**config.mk**
```make
export PLATFORM = sky130hd
export DESIGN_NAME = plru_victim_sel
export DESIGN_NICKNAME = d
export VERILOG_FILES = /design/src/rtl/cache_pkg.sv /design/src/rtl/plru_tree.sv /design/src/rtl/plru_victim_sel.sv
export SDC_FILE = /design/constraint.sdc
export NUM_CORES = 1
export LEC_CHECK = 0
export ABC_AREA = 1
export CAP_MARGIN = 20
export CELL_PAD_IN_SITES_DETAIL_PLACEMENT = 0
export CELL_PAD_IN_SITES_GLOBAL_PLACEMENT = 2
export CORE_UTILIZATION = 31
export CTS_BUF_LIST = sky130_fd_sc_hd__clkbuf_8 sky130_fd_sc_hd__clkbuf_16
export CTS_CLUSTER_DIAMETER = 30
export DETAILED_ROUTE_END_ITERATION = 10
export PLACE_DENSITY_LB_ADDON = 0.1
export SLEW_MARGIN = 15
export SYNTH_ARGS = -nofsm -noshare
export SYNTH_HDL_FRONTEND = slang
export SYNTH_SLANG_ARGS = --single-unit
export TNS_END_PERCENT = 1
```
**constraint.sdc**
```tcl
create_clock -name clk -period 1.6 [get_ports clk]
set_input_delay 0.32 -clock clk [delete_from_list [all_inputs] [get_ports clk]]
set_output_delay 0.32 -clock clk [all_outputs]
set_load 0.03 [all_outputs]
```
**src/rtl/cache_pkg.sv**
```systemverilog
// Shared types and width helpers for the cache replacement logic.
// Latency: n/a (types and constant functions only).
// Backpressure: n/a.
package cache_pkg;

  // Fill sequencing states of the victim selector
  typedef enum logic [1:0] {
    IDLE     = 2'd0,
    LOOKUP   = 2'd1,
    WAIT_ACK = 2'd2
  } plru_state_e;

  // Width of a way index; never narrower than one bit
  function automatic int way_bits(input int num_ways);
    return (num_ways < 2) ? 1 : $clog2(num_ways);
  endfunction

  // Width of a set index; a single set still gets a one-bit index
  function automatic int set_bits(input int num_sets);
    return (num_sets < 2) ? 1 : $clog2(num_sets);
  endfunction

endpackage

```
**src/rtl/plru_tree.sv**
```systemverilog
// Tree-PLRU helper: victim walk of a tree plus the tree after touching a way.
// Latency: purely combinational.
// Backpressure: none; outputs follow inputs.
module plru_tree
  import cache_pkg::*;
#(
  parameter int NUM_WAYS = 4,
  parameter int WAY_BITS = way_bits(NUM_WAYS)
) (
  input  logic [NUM_WAYS-2:0] tree_in,
  input  logic [WAY_BITS-1:0] touch_way,
  output logic [WAY_BITS-1:0] victim_way,
  output logic [NUM_WAYS-2:0] tree_out
);

  // Heap layout: level l holds nodes (2^l - 1) .. (2^(l+1) - 2); the node on a
  // way's path at level l is picked by that way's top l index bits.

  // Walk from the root: each node bit is the next way-index bit, MSB first
  always_comb begin
    logic [WAY_BITS-1:0] walk;
    walk = '0;
    for (int l = 0; l < WAY_BITS; l++) begin
      for (int k = 0; k < (1 << l); k++) begin
        if ((walk >> (WAY_BITS - l)) == WAY_BITS'(k)) begin
          walk[WAY_BITS-1-l] = tree_in[(1 << l) - 1 + k];
        end
      end
    end
    victim_way = walk;
  end

  // Point every node on touch_way's path at the opposite subtree
  always_comb begin
    tree_out = tree_in;
    for (int l = 0; l < WAY_BITS; l++) begin
      for (int k = 0; k < (1 << l); k++) begin
        if ((touch_way >> (WAY_BITS - l)) == WAY_BITS'(k)) begin
          tree_out[(1 << l) - 1 + k] = ~touch_way[WAY_BITS-1-l];
        end
      end
    end
  end

endmodule

```
**src/rtl/plru_victim_sel.sv**
```systemverilog
// Per-set tree-PLRU victim selector; lowest invalid way wins over the tree victim.
// Latency: victim_valid rises 2 cycles after an accepted fill_req, held until fill_ack.
// Backpressure: fill_req is dropped while fill_busy=1; no queueing.
module plru_victim_sel
  import cache_pkg::*;
#(
  parameter int NUM_WAYS = 4,
  parameter int NUM_SETS = 4,
  parameter int WAY_BITS = way_bits(NUM_WAYS),
  parameter int SET_BITS = set_bits(NUM_SETS)
) (
  input  logic                clk,
  input  logic                reset,
  input  logic                flush,
  input  logic                hit_valid,
  input  logic [SET_BITS-1:0] hit_set,
  input  logic [WAY_BITS-1:0] hit_way,
  input  logic                fill_req,
  input  logic [SET_BITS-1:0] fill_set,
  output logic                fill_busy,
  output logic                victim_valid,
  output logic [WAY_BITS-1:0] victim_way,
  input  logic                fill_ack
);

  plru_state_e         state_q, state_d;
  logic [SET_BITS-1:0] set_q, set_d;
  logic [WAY_BITS-1:0] victim_q, victim_d;

  logic [NUM_WAYS-1:0] valid_q [NUM_SETS];
  logic [NUM_WAYS-1:0] valid_d [NUM_SETS];
  logic [NUM_WAYS-2:0] tree_q  [NUM_SETS];
  logic [NUM_WAYS-2:0] tree_d  [NUM_SETS];

  logic [NUM_WAYS-2:0] hit_tree_in;
  logic [NUM_WAYS-2:0] fill_tree_in;
  logic [NUM_WAYS-1:0] fill_valid;
  logic [NUM_WAYS-2:0] hit_tree_out;
  logic [NUM_WAYS-2:0] ack_tree_out;
  logic [WAY_BITS-1:0] tree_victim;
  logic [WAY_BITS-1:0] inv_way;
  logic                inv_found;
  logic                ack_fire;

  // Victim outputs of the touch instances and the tree output of the walk
  // instance have no consumer.
  logic [WAY_BITS-1:0] hit_victim_unused;
  logic [WAY_BITS-1:0] ack_victim_unused;
  logic [NUM_WAYS-2:0] lookup_tree_unused;

  // fill_ack only counts while a victim is being presented
  assign ack_fire = (state_q == WAIT_ACK) && fill_ack;

  // Select the per-set state addressed by the hit and by the latched fill set
  always_comb begin
    hit_tree_in  = '0;
    fill_tree_in = '0;
    fill_valid   = '0;
    for (int s = 0; s < NUM_SETS; s++) begin
      if (hit_set == SET_BITS'(s)) begin
        hit_tree_in = tree_q[s];
      end
      if (set_q == SET_BITS'(s)) begin
        fill_tree_in = tree_q[s];
        fill_valid   = valid_q[s];
      end
    end
  end

  plru_tree #(.NUM_WAYS(NUM_WAYS), .WAY_BITS(WAY_BITS)) u_hit_tree (
    .tree_in    (hit_tree_in),
    .touch_way  (hit_way),
    .victim_way (hit_victim_unused),
    .tree_out   (hit_tree_out)
  );

  plru_tree #(.NUM_WAYS(NUM_WAYS), .WAY_BITS(WAY_BITS)) u_ack_tree (
    .tree_in    (fill_tree_in),
    .touch_way  (victim_q),
    .victim_way (ack_victim_unused),
    .tree_out   (ack_tree_out)
  );

  plru_tree #(.NUM_WAYS(NUM_WAYS), .WAY_BITS(WAY_BITS)) u_lookup_tree (
    .tree_in    (fill_tree_in),
    .touch_way  ('0),
    .victim_way (tree_victim),
    .tree_out   (lookup_tree_unused)
  );

  // Lowest-index invalid way of the fill set (scan downward so the lowest wins)
  always_comb begin
    inv_found = 1'b0;
    inv_way   = '0;
    for (int w = NUM_WAYS - 1; w >= 0; w--) begin
      if (!fill_valid[w]) begin
        inv_found = 1'b1;
        inv_way   = WAY_BITS'(w);
      end
    end
  end

  // FSM next state: IDLE -> LOOKUP -> WAIT_ACK -> IDLE; flush forces IDLE
  always_comb begin
    state_d = state_q;
    unique case (state_q)
      IDLE:     if (fill_req) state_d = LOOKUP;
      LOOKUP:   state_d = WAIT_ACK;
      WAIT_ACK: if (fill_ack) state_d = IDLE;
      default:  state_d = IDLE;
    endcase
    if (flush) begin
      state_d = IDLE;
    end
  end

  // FSM outputs: busy for the whole fill, victim shown only while awaiting ack
  always_comb begin
    fill_busy    = (state_q != IDLE);
    victim_valid = (state_q == WAIT_ACK);
    victim_way   = victim_q;
  end

  // Latch the fill set on acceptance and the victim at the end of LOOKUP
  always_comb begin
    set_d    = set_q;
    victim_d = victim_q;
    if ((state_q == IDLE) && fill_req) begin
      set_d = fill_set;
    end
    if (state_q == LOOKUP) begin
      victim_d = inv_found ? inv_way : tree_victim;
    end
    if (flush) begin
      victim_d = '0;
    end
  end

  // Per-set valid/tree update: hit touch, fill_ack install+touch (wins on the
  // same set), flush clears everything
  always_comb begin
    for (int s = 0; s < NUM_SETS; s++) begin
      valid_d[s] = valid_q[s];
      tree_d[s]  = tree_q[s];
      if (hit_valid && (hit_set == SET_BITS'(s))) begin
        tree_d[s] = hit_tree_out;
      end
      if (ack_fire && (set_q == SET_BITS'(s))) begin
        tree_d[s]  = ack_tree_out;
        valid_d[s] = valid_q[s] | (NUM_WAYS'(1) << victim_q);
      end
      if (flush) begin
        valid_d[s] = '0;
        tree_d[s]  = '0;
      end
    end
  end

  // State registers; synchronous reset overrides everything including flush
  always_ff @(posedge clk) begin
    if (reset) begin
      state_q  <= IDLE;
      set_q    <= '0;
      victim_q <= '0;
      for (int s = 0; s < NUM_SETS; s++) begin
        valid_q[s] <= '0;
        tree_q[s]  <= '0;
      end
    end else begin
      state_q  <= state_d;
      set_q    <= set_d;
      victim_q <= victim_d;
      for (int s = 0; s < NUM_SETS; s++) begin
        valid_q[s] <= valid_d[s];
        tree_q[s]  <= tree_d[s];
      end
    end
  end

endmodule

```
Yosys cells after proc, flatten, opt, wreduce, memory -nomap -nowiden. Memory sizes are Yosys's and may differ from the RTL's. Index checks and enable logic that the tools add are counted.

Logic and storage cells: 112. Output and inout port bits: 4. Memories kept: 2. Flip-flop bits (word level): 6. Input bits: 12. RAM bits: 28.

Memories: valid_q (words 4, bits a word 4, read ports 4, clocked after Yosys merged registers in 0, write ports 4, RTL line plru_victim_sel.sv:30) `logic [NUM_WAYS-1:0] valid_q [NUM_SETS];`; tree_q (words 4, bits a word 3, read ports 4, clocked after Yosys merged registers in 0, write ports 4, RTL line plru_victim_sel.sv:32) `logic [NUM_WAYS-2:0] tree_q [NUM_SETS];`.

Multiplexer cells: 61. Reduce and logical (&&, ||, !) cells: 19. Eq/ne operators: 10. Shift-type cells: 1. Bitwise gates (word level): 16.

Operators by type and width (count): $mux W3 (24); $mux W4 (16); $or A4 B4 Y4 (4); $mux W2 (7); $mux W1 (13); $logic_not A2 Y1 (6); $eq A2 B2 Y1 const B (5); $logic_and A1 B1 Y1 (10); $or A1 B1 Y1 (8); $eq A2 B1 Y1 const B (3); $pmux W2 S3 (1); $not A1 Y1 (4); $shl A1 B2 Y4 const A (1); $ne A2 B1 Y1 const B (1); $ne A2 B2 Y1 const B (1); $reduce_and A2 Y1 (1); $reduce_bool A2 Y1 (1); $reduce_or A2 Y1 (1).

Depth between registers and ports, before layout. Gate-level depths: netlist of run 1.

Word-level depth: 10. Gate-level depth with buffers: 12. Gate-level depth less buffers: 11.

Hierarchy. A second synthesis of run 1 with hierarchy kept.

Cell total of the unflattened synthesis: 281. Area total of the unflattened synthesis: 1823.0 µm².

By module, submodules not included: plru_victim_sel (cells each 245, seq. area each 680.7 µm², area each 1672.9 µm², times used 1); plru_tree (cells each 12, seq. area each 0.0 µm², area each 50.0 µm², times used 3).

Worst setup path before layout of run 1. Ideal clock, no wire load.

Path type: flip-flop to flip-flop. From: register state_q[1]. To: memory tree_q[0][1] in the netlist's numbering. Setup time: 0.117 ns. Path buffers: 0. Path slack: 0.246 ns. Stages on the path, launching flop included: 10. Clock period less this slack: 1.354 ns. Arrival: 1.237 ns. Required time: 1.483 ns. Path through: dfxtp_1 inv_2 nor2_4 nand2_4 nor2_4 a21oi_1 nand2_1 nand2_1 a21oi_1 nor2_1.

RTL lines: start: declaration (RTL line plru_victim_sel.sv:26) `plru_state_e state_q, state_d;`; start signal: assignment (RTL line plru_victim_sel.sv:170) `state_q <= state_d;`; end: declaration (RTL line plru_victim_sel.sv:32).

Worst setup path after layout of run 1.
From: register state_q[1]. To: output port victim_valid.

Cells in the longest elaborated chain, start to end: 1.

RTL lines: $eq A2 B2 Y1 (RTL line plru_victim_sel.sv:120) `victim_valid = (state_q == WAIT_ACK);`; end: declaration (RTL line plru_victim_sel.sv:21) `output logic victim_valid,`.

No other way between the ends.

==> results of run 1 <==
## area by class of cell
type / instances / area (um2)
flip-flops and latches: 34 / 680.7
inverters: 28 / 107.6
repair buffers: 33 / 306.5
multi-input cells: 200 / 957.2
well taps: 72 / 90.09
fillers: 632 / 3349
clock buffers: 6 / 82.58
## registers in the layout, indices dropped and copies added (netlist names)
register and cells:
valid_q 16, victim_way 2, tree_q 12, set_q 2, state_q 2
## cells in the final DEF (no fill, tap or decap)
| cell type | n |
|---|---|
| nand2_1 | 65 |
| nor2_1 | 46 |
| dfxtp_1 | 34 |
| nand3_1 | 30 |
| a21oi_1 | 26 |
| inv_1 | 22 |
| buf_4 | 17 |
| clkdlybuf4s50_1 | 10 |
| o21ai_0 | 7 |
| nand4_1 | 6 |
| clkbuf_8 | 6 |
| inv_2 | 4 |
| nor2_4 | 4 |
| o211ai_1 | 3 |
| dlygate4sd2_1 | 3 |
| nor2_8 | 2 |
| nor2_2 | 2 |
| o21ai_1 | 2 |
| a211oi_1 | 2 |
| buf_12 | 2 |
| clkinv_1 | 1 |
| nand2_4 | 1 |
| inv_4 | 1 |
| o21ai_2 | 1 |
| or2_0 | 1 |
| a221oi_1 | 1 |
| o21bai_1 | 1 |
| dlymetal6s2s_1 | 1 |
## how the worst min path moves through the flow
stage	from	to	slack (ns)	depth (start not counted)
2_1_floorplan	reset	set_q[0]$_SDFFE_PP0P_	0.40	1
3_3_place_gp	valid_q[2][3]$_SDFFE_PP0P_	valid_q[2][3]$_SDFFE_PP0P_	0.45	2
3_5_place_dp	valid_q[0][3]$_SDFFE_PP0P_	valid_q[0][3]$_SDFFE_PP0P_	0.45	2
4_1_cts	valid_q[0][3]$_SDFFE_PP0P_	valid_q[0][3]$_SDFFE_PP0P_	0.46	2
5_1_grt	valid_q[2][1]$_SDFFE_PP0P_	valid_q[2][1]$_SDFFE_PP0P_	0.49	2
6_report	valid_q[0][3]$_SDFFE_PP0P_	valid_q[0][3]$_SDFFE_PP0P_	0.46	2
## cells by family after synthesis
logic type,count (synthesis)
buffers and inverters,36
flip-flops,34
AO/OA/AOI/OAI,43
AND/OR/NAND/NOR,157
## metrics by stage
step | hold slack (ns) | setup TNS (ns) | utilization (%) | total power, uW
3_5_place_dp | 0.4543 | -1.544 | 38.41 | 1131
5_1_grt | 0.4864 | 0 | 39.91 | 1818
3_3_place_gp | 0.4488 | -1.498 | 38.41 | 1134
2_1_floorplan | 0.3985 | 0 | - | 1032
4_1_cts | 0.4636 | 0 | 39.82 | 1763
6_report | 0.4581 | 0 | 39.91 | 1736
## critical path, cell delays in order (launching register included)
cell and delay (ns):
dfxtp_1 0.35, inv_2 0.05, nor2_4 0.11, dlygate4sd2_1 0.41
## layer usage
metal | vias up | share of wire [%] | global-route usage [%]
li1 | 935 | - | -
met1 | 784 | 49 | 24.45
met2 | 25 | 46 | 29.47
met3 | 2 | 3.5 | 3.953
met4 | 0 | 0.61 | 5.000
met5 | - | 0 | 0
## power by group through the flow
| stage | clock [uW] | sequential, uW | combinational, uW |
|---|---|---|---|
| final | 628 | 869 | 239 |
| after global routing | 685 | 870 | 263 |
| after CTS | 653 | 869 | 241 |
| after detailed placement | 0 | 888 | 243 |
| after global placement | 0 | 889 | 245 |
| after floorplan | 0 | 885 | 148 |
==> impl_results.md, run 1 <==
* Status: completed
* Multiplexer share of the synthesized area at 0%
* Gate count of the mapped netlist at 270
* Min-delay worst type: register to register
* Drt via density at 4.681
* Worst setup path class: register to primary output
* Primary FF master, synth: dfxtp_1
* Die Y at 78.42 um
* Reg-to-reg slack, setup at 0.13 ns
* RSZ-0062 raised after global routing: false
* Worst endpoint required time at 1.28 ns
* Post-CTS Setup Bufs at 0
* Synth cell types at 24
* Fin area at 2225 um2
* Num rows at 27
* Post-Synth Simple-Gate Area at around 40%
* Via count at 1746
* Area leader, netlist: dfxtp_1
* Clock Skews at ~0.0087 ns
* Power density over the cells at 780.3 nW/um2
* Yosys warns at 0
* I/O pin cnt at 16
* Sequential area share after synthesis at between 30% and 40%
* Global-route wire length before repair at about 8300 um
* Largest net degree at the start of global routing at 20
* First drt pass iteration count at 4
* Crit path launch: state_q[1]$_SDFFE_PP0P_
* Power share of the clock group at 36.2%
* Synth Area in XOR/XNOR at 0%
* Comb power frac at approximately 14%
* Peak VDD IR at 0.3709 mV
* Post-Syn Area at 1810 um2
* Critical R2R Launch: set_q[0]$_SDFFE_PP0P_
* Clock latency on the worst-skew pair at 0.28 ns
* Pint at 1282 uW
* Psw at roughly 450 uW
* DP HPWL at 3931 um
* Reg2reg end: tree_q[3][2]$_SDFFE_PP0P_
* Max Root-Sink Buffers at 2
* CTS Hold Bufs at 0
* Routed wire length at 5110 um
* Worst setup path endpoint: victim_valid
* Setup crit start kind: register
* Initial antenna violation count at 0
* Synth-to-Final Area Change at 22.87%
* ANT nets after route at 0
* Number of port buffers at 15
* Syn Nets at 282
* Root buffer cell: clkbuf_8
* Setup WS pre-CTS at -0.1950 ns
* Inst Count DP at 367
* Leading cell types by count after synthesis: nand2_1 (65), nor2_1 (46), dfxtp_1 (34)
* Fin. max-slew vios at 0
* DRC viols at 0
* Die X at 78.42 um
* Worst EP arrival at 1.20 ns
* Worst slew pin tran at 0.3123 ns
* Final hold vios at 0
* Crit path capture type: primary output
* Compound-Gate Fraction of Synth Area at between 10% and 20%
* Iter 0 DRT Violations at 106
* Routed length per placed instance at 13.70 um
* GRT Overall Usage at 18.26%
* CTS tree: done
* Synth top area cells: dfxtp_1 (38%), nand2_1 (13%), nor2_1 (9.5%), nand3_1 (8.3%), a21oi_1 (7.2%)
* GPL Wtd Cong at between 0.8 and 0.9
* MaxCap Viol Count at 0
* Final cell count without fillers at ~370
* Reg2reg path depth at 8
* Worst-path clk slew at about 0.07 ns
* Final setup fails at 0
* FF+latch count, synth at 34
* Num CTS Buffers at 5
* Max Clock Freq at 0.6563 GHz
* Adder-Cell Fraction of Synth Area at 0%
* Grt total ovfl at 0
* Number of H-tree levels at 2
* Fin crit period at between 1.5 and 2 ns
* Ant. Diodes at 0
* EDFF count, synth at 0
* Final worst slack at 0.07628 ns
* Final nets at 314
* Starting Density at 32.48%
* Top cell type's share of synthesized area at 37.60%
* Die area at 6150 um2
* DP Area at 2141 um2
* Most frequent cell after synthesis: nand2_1
* Final period util at 95.23%
* Number of gates resized after cts at 3
* Leak pwr at 0.0009804 uW
* Relative slew slack at between 70% and 80%
* Share of power burned in registers at 50.1%
* Max FO, Critical Path at 3
* Ratio of cells with drive above 1 in the final layout at a little over an eighth
* Syn Area/Cell at 6.706 um2
* Sw Ratio at 26.14%
* Core Region at 5574 um2
* Num Clock Sinks at 34
* Vias in the first global route at 1594
* FFs w/ async S/R, synth at 0%
* Largest family of logic cells by synthesized area: simple AND/OR/NAND/NOR gates
Note: power is estimated with default switching activity, not from simulation.
==> run 2: changes to the inputs <==
--- a/config.mk
+++ b/config.mk
@@ -6,7 +6,6 @@
 export NUM_CORES = 1
 export LEC_CHECK = 0
 export ABC_AREA = 1
-export CAP_MARGIN = 20
 export CELL_PAD_IN_SITES_DETAIL_PLACEMENT = 0
 export CELL_PAD_IN_SITES_GLOBAL_PLACEMENT = 2
 export CORE_UTILIZATION = 31
==> results of run 2 <==
No change in the layout: final DEF, timing and power equal those of run 1.
==> run 3: changes to the inputs <==
--- a/config.mk
+++ b/config.mk
@@ -6,9 +6,11 @@
 export NUM_CORES = 1
 export LEC_CHECK = 0
 export ABC_AREA = 1
+export CAP_MARGIN = 20
 export CELL_PAD_IN_SITES_DETAIL_PLACEMENT = 0
 export CELL_PAD_IN_SITES_GLOBAL_PLACEMENT = 2
-export CORE_UTILIZATION = 31
+export CORE_MARGIN = 5
+export CORE_UTILIZATION = 28
 export CTS_BUF_LIST = sky130_fd_sc_hd__clkbuf_8 sky130_fd_sc_hd__clkbuf_16
 export CTS_CLUSTER_DIAMETER = 30
 export DETAILED_ROUTE_END_ITERATION = 10
==> constraint.sdc (replaced) <==
create_clock -name clk -period 1.35 [get_ports clk]
set_input_delay 0.27 -clock clk [delete_from_list [all_inputs] [get_ports clk]]
set_output_delay 0.27 -clock clk [all_outputs]
set_load 0.03 [all_outputs]
==> run 3 against run 2 <==
Against the previous run:
- the run now ends with negative setup slack left
- global-route usage decreased by 3.6 points
- flip-flop and latch count unchanged
- sequential power increased by 19%
- hold slack improved by 0.0022 ns
- critical path depth increased by 5
- highest routed layer unchanged
- combinational power increased by 41%
- critical path type is now register to register
- cell area increased by 8.7%
- register-to-register slack got worse by 0.24 ns
- non-clock buffer count increased by 19
==> impl_results.md, run 3 (same netlist as run 1, synthesis figures left out) <==
* Iter 0 DRT Violations at 80 (was 106)
* Failing checks: negative setup slack
* Clock Skews at 0.01017 ns (was 0.008698 ns)
* Die area at 8174 um2 (was 6150 um2)
* Setup crit start kind: register (unchanged)
* Final nets at 333 (was 314)
* Number of H-tree levels at 2 (unchanged)
* Multi-input logic area at 979.7 um2 (was 957.2 um2)
* Via count at 1854 (was 1746)
* Worst-path clk slew at 0.07 ns (about the same)
* Core Region at 6314 um2 (was 5574 um2)
* Leak pwr at 0.001082 uW (was 0.0009804 uW)
* Routed wl met2 at 2566 um (was 2375 um)
* DP HPWL at 4302 um (was 3931 um)
* Vias in the first global route at 1797 (was 1594)
* Setup TNS at -0.6410 ns (was 0 ns)
* Most flops, register: valid_q (unchanged)
* Met1 wire length at 2868 um (was 2526 um)
* Final core utilization at 38.29% (was 39.91%)
* Die Y at 90.41 um (was 78.42 um)
* Ant. Diodes at 0 (unchanged)
* Num Clock Sinks at 34 (unchanged)
* Num CTS Buffers at 5 (unchanged)
* GRT Overall Usage at 14.63% (was 18.26%)
* Slowest cell on the critical path: dfxtp_4 (was dlygate4sd2_1)
* WP buf/inv at 2 (unchanged)
* Most frequent cells in the layout: nand2_1 (64), nor2_1 (45), buf_4 (35), dfxtp_1 (31), nand3_1 (30) (was nand2_1 (65), nor2_1 (46), dfxtp_1 (34), nand3_1 (30), a21oi_1 (26))
* I/O pin cnt at 16 (unchanged)
* Fillcell total at 716 (was 632)
* Crit path max-delay family: simple AND/OR/NAND/NOR gates (was buffers and inverters)
* Met3 WL at 174 um (was 178 um)
* Max FO, Critical Path at 8 (was 3)
* Worst setup path class: register to register (was register to primary output)
* Crit path capture type: register (was primary output)
* Initial antenna violation count at 0 (unchanged)
* Routed length per placed instance at 14.35 um (was 13.70 um)
* Clock latency on the worst-skew pair at 0.29 ns (was 0.28 ns)
* Fin. max-slew vios at 0 (unchanged)
* Die X at 90.41 um (was 78.42 um)
* Number of port buffers at 15 (unchanged)
* Synth-to-Final Area Change at 33.52% (was 22.87%)
* Peak VDD IR at 0.4592 mV (was 0.3709 mV)
* First drt pass iteration count at 4 (unchanged)
* Max reg flops at 16 (unchanged)
* Largest regs: valid_q x16, tree_q x12 (unchanged)
* Max layer used: met4 (unchanged)
* Starting Density at 28.68% (was 32.48%)
* Worst EP arrival at 1.64 ns (was 1.20 ns)
* GPL Wtd Cong at 0.8274 (was 0.8130)
* Largest net degree at the start of global routing at 15 (was 20)
* Worst path max stage delay at 0.37 ns (was 0.41 ns)
* Ratio of cells with drive above 1 in the final layout at 22.19% (was 13.29%)
* Final setup fails at 15 (was 0)
* Most frequent CP cell: nand2_1
* Most common cell after layout, fill and taps aside: nand2_1 (unchanged)
* Relative slew slack at 79.01% (was 79.04%)
* Routed wire length at 5695 um (was 5110 um)
* Worst endpoint required time at 1.53 ns (was 1.28 ns)
* Root buffer cell: clkbuf_8 (unchanged)
* Seq. cell area at 689.4 um2 (was 680.7 um2)
* Drt via density at 4.670 (was 4.681)
* Fin crit period at about 1.5 ns
* Power density over the cells at 884.9 nW/um2 (was 780.3 nW/um2)
* ANT nets after route at 0 (unchanged)
* Global-route wire length before repair at 9549 um (was 8342 um)
* CTS tree: done (unchanged)
* Grt total ovfl at 0 (unchanged)
* Final worst slack at -0.1099 ns (was 0.07628 ns)
* Status: finished, violations left (was completed)
* Num rows at 29 (was 27)
* RSZ-0062 raised after global routing: true (was false)
* DRC viols at 0 (unchanged)
* CTS Hold Bufs at 0 (unchanged)
* Cells along the critical path: buf_12 > nor2_8 > nand2_1 > nand4_1 > nand2_1 > buf_4 > o21bai_1 > a21oi_1 (was inv_2 > nor2_4 > dlygate4sd2_1)
* Final period util at 108.1%
* Reg-to-reg slack, setup at -0.11 ns (was 0.13 ns)
* Final hold vios at 0 (unchanged)
* Max Clock Freq at 0.6850 GHz
* Worst slew pin tran at 0.3145 ns (was 0.3123 ns)
* Inst Count DP at 388 (was 367)
* MaxCap Viol Count at 0 (unchanged)
* Min-delay worst type: register to register (unchanged)
* Final cell count without fillers at 397 (was 373)
* Max Root-Sink Buffers at 2 (unchanged)
* Setup WS pre-CTS at -0.4174 ns (was -0.1950 ns)
[run 3: changes by cell type in the layout (fill, tap and decap cells not counted), sizes merged]
cell | previous run | this run
buf | 19 | 41
clkdlybuf4s50 | 10 | 9
dlygate4sd2 | 3 | 1
[run 3: per-layer routing]
| layer | vias to the layer above | track usage, % |
|---|---|---|
| li1 | 977 | - |
| met1 | 840 | 20.05 |
| met2 | 31 | 22.38 |
| met3 | 6 | 3.000 |
| met4 | 0 | 5.707 |
| met5 | - | 0 |
[run 3: where the power goes]
part	internal [uW]	switching [uW]	total [uW]
Sequential	1020	17.4	1030
Clock	394	375	769
Combinational	149	188	337
[run 3: final timing paths]
path / end / from / depth (start not counted)
max reg2reg: victim_way[1]$_SDFFE_PP0N_ / set_q[1]$_SDFFE_PP0P_ / 8
min: valid_q[2][3]$_SDFFE_PP0P_ / valid_q[2][3]$_SDFFE_PP0P_ / 2
min reg2reg: valid_q[2][3]$_SDFFE_PP0P_ / valid_q[2][3]$_SDFFE_PP0P_ / 2
max: victim_way[1]$_SDFFE_PP0N_ / set_q[1]$_SDFFE_PP0P_ / 8
[run 3: per-stage QoR]
| step | hold slack [ns] | instance area (um2) | power, uW |
|---|---|---|---|
| after detailed placement | 0.4537 | 2260 | 1371 |
| final | 0.4603 | 2417 | 2139 |
| after global routing | 0.4921 | 2417 | 2244 |
| after CTS | 0.4636 | 2379 | 2160 |
| after global placement | 0.4483 | 2260 | 1377 |
| after floorplan | 0.3485 | 1810 | 1224 |
[run 3: worst register-to-register path, stage by stage (launching register included)]
cell and delay (ns):
dfxtp_4 0.37, buf_12 0.13, nor2_8 0.19, nand2_1 0.08, nand4_1 0.13, nand2_1 0.10
buf_4 0.14, o21bai_1 0.13, a21oi_1 0.08
[run 3: area by class of cell]
| type | count | share of cell area, % |
|---|---|---|
| multi-input combinational | 200 | 40.53 |
| sequential | 34 | 28.52 |
| timing repair buffer | 52 | 19.00 |
| inverter | 28 | 4.555 |
| tap | 77 | 3.986 |
| clock buffer | 6 | 3.416 |
[run 3: what timing repair did]
action | in CTS | in global routing
endpoints found under the setup margin | 18 | 17
pin swaps | 8 | 8
setup buffers | 2 | 2
gates resized for setup | 12 | 7
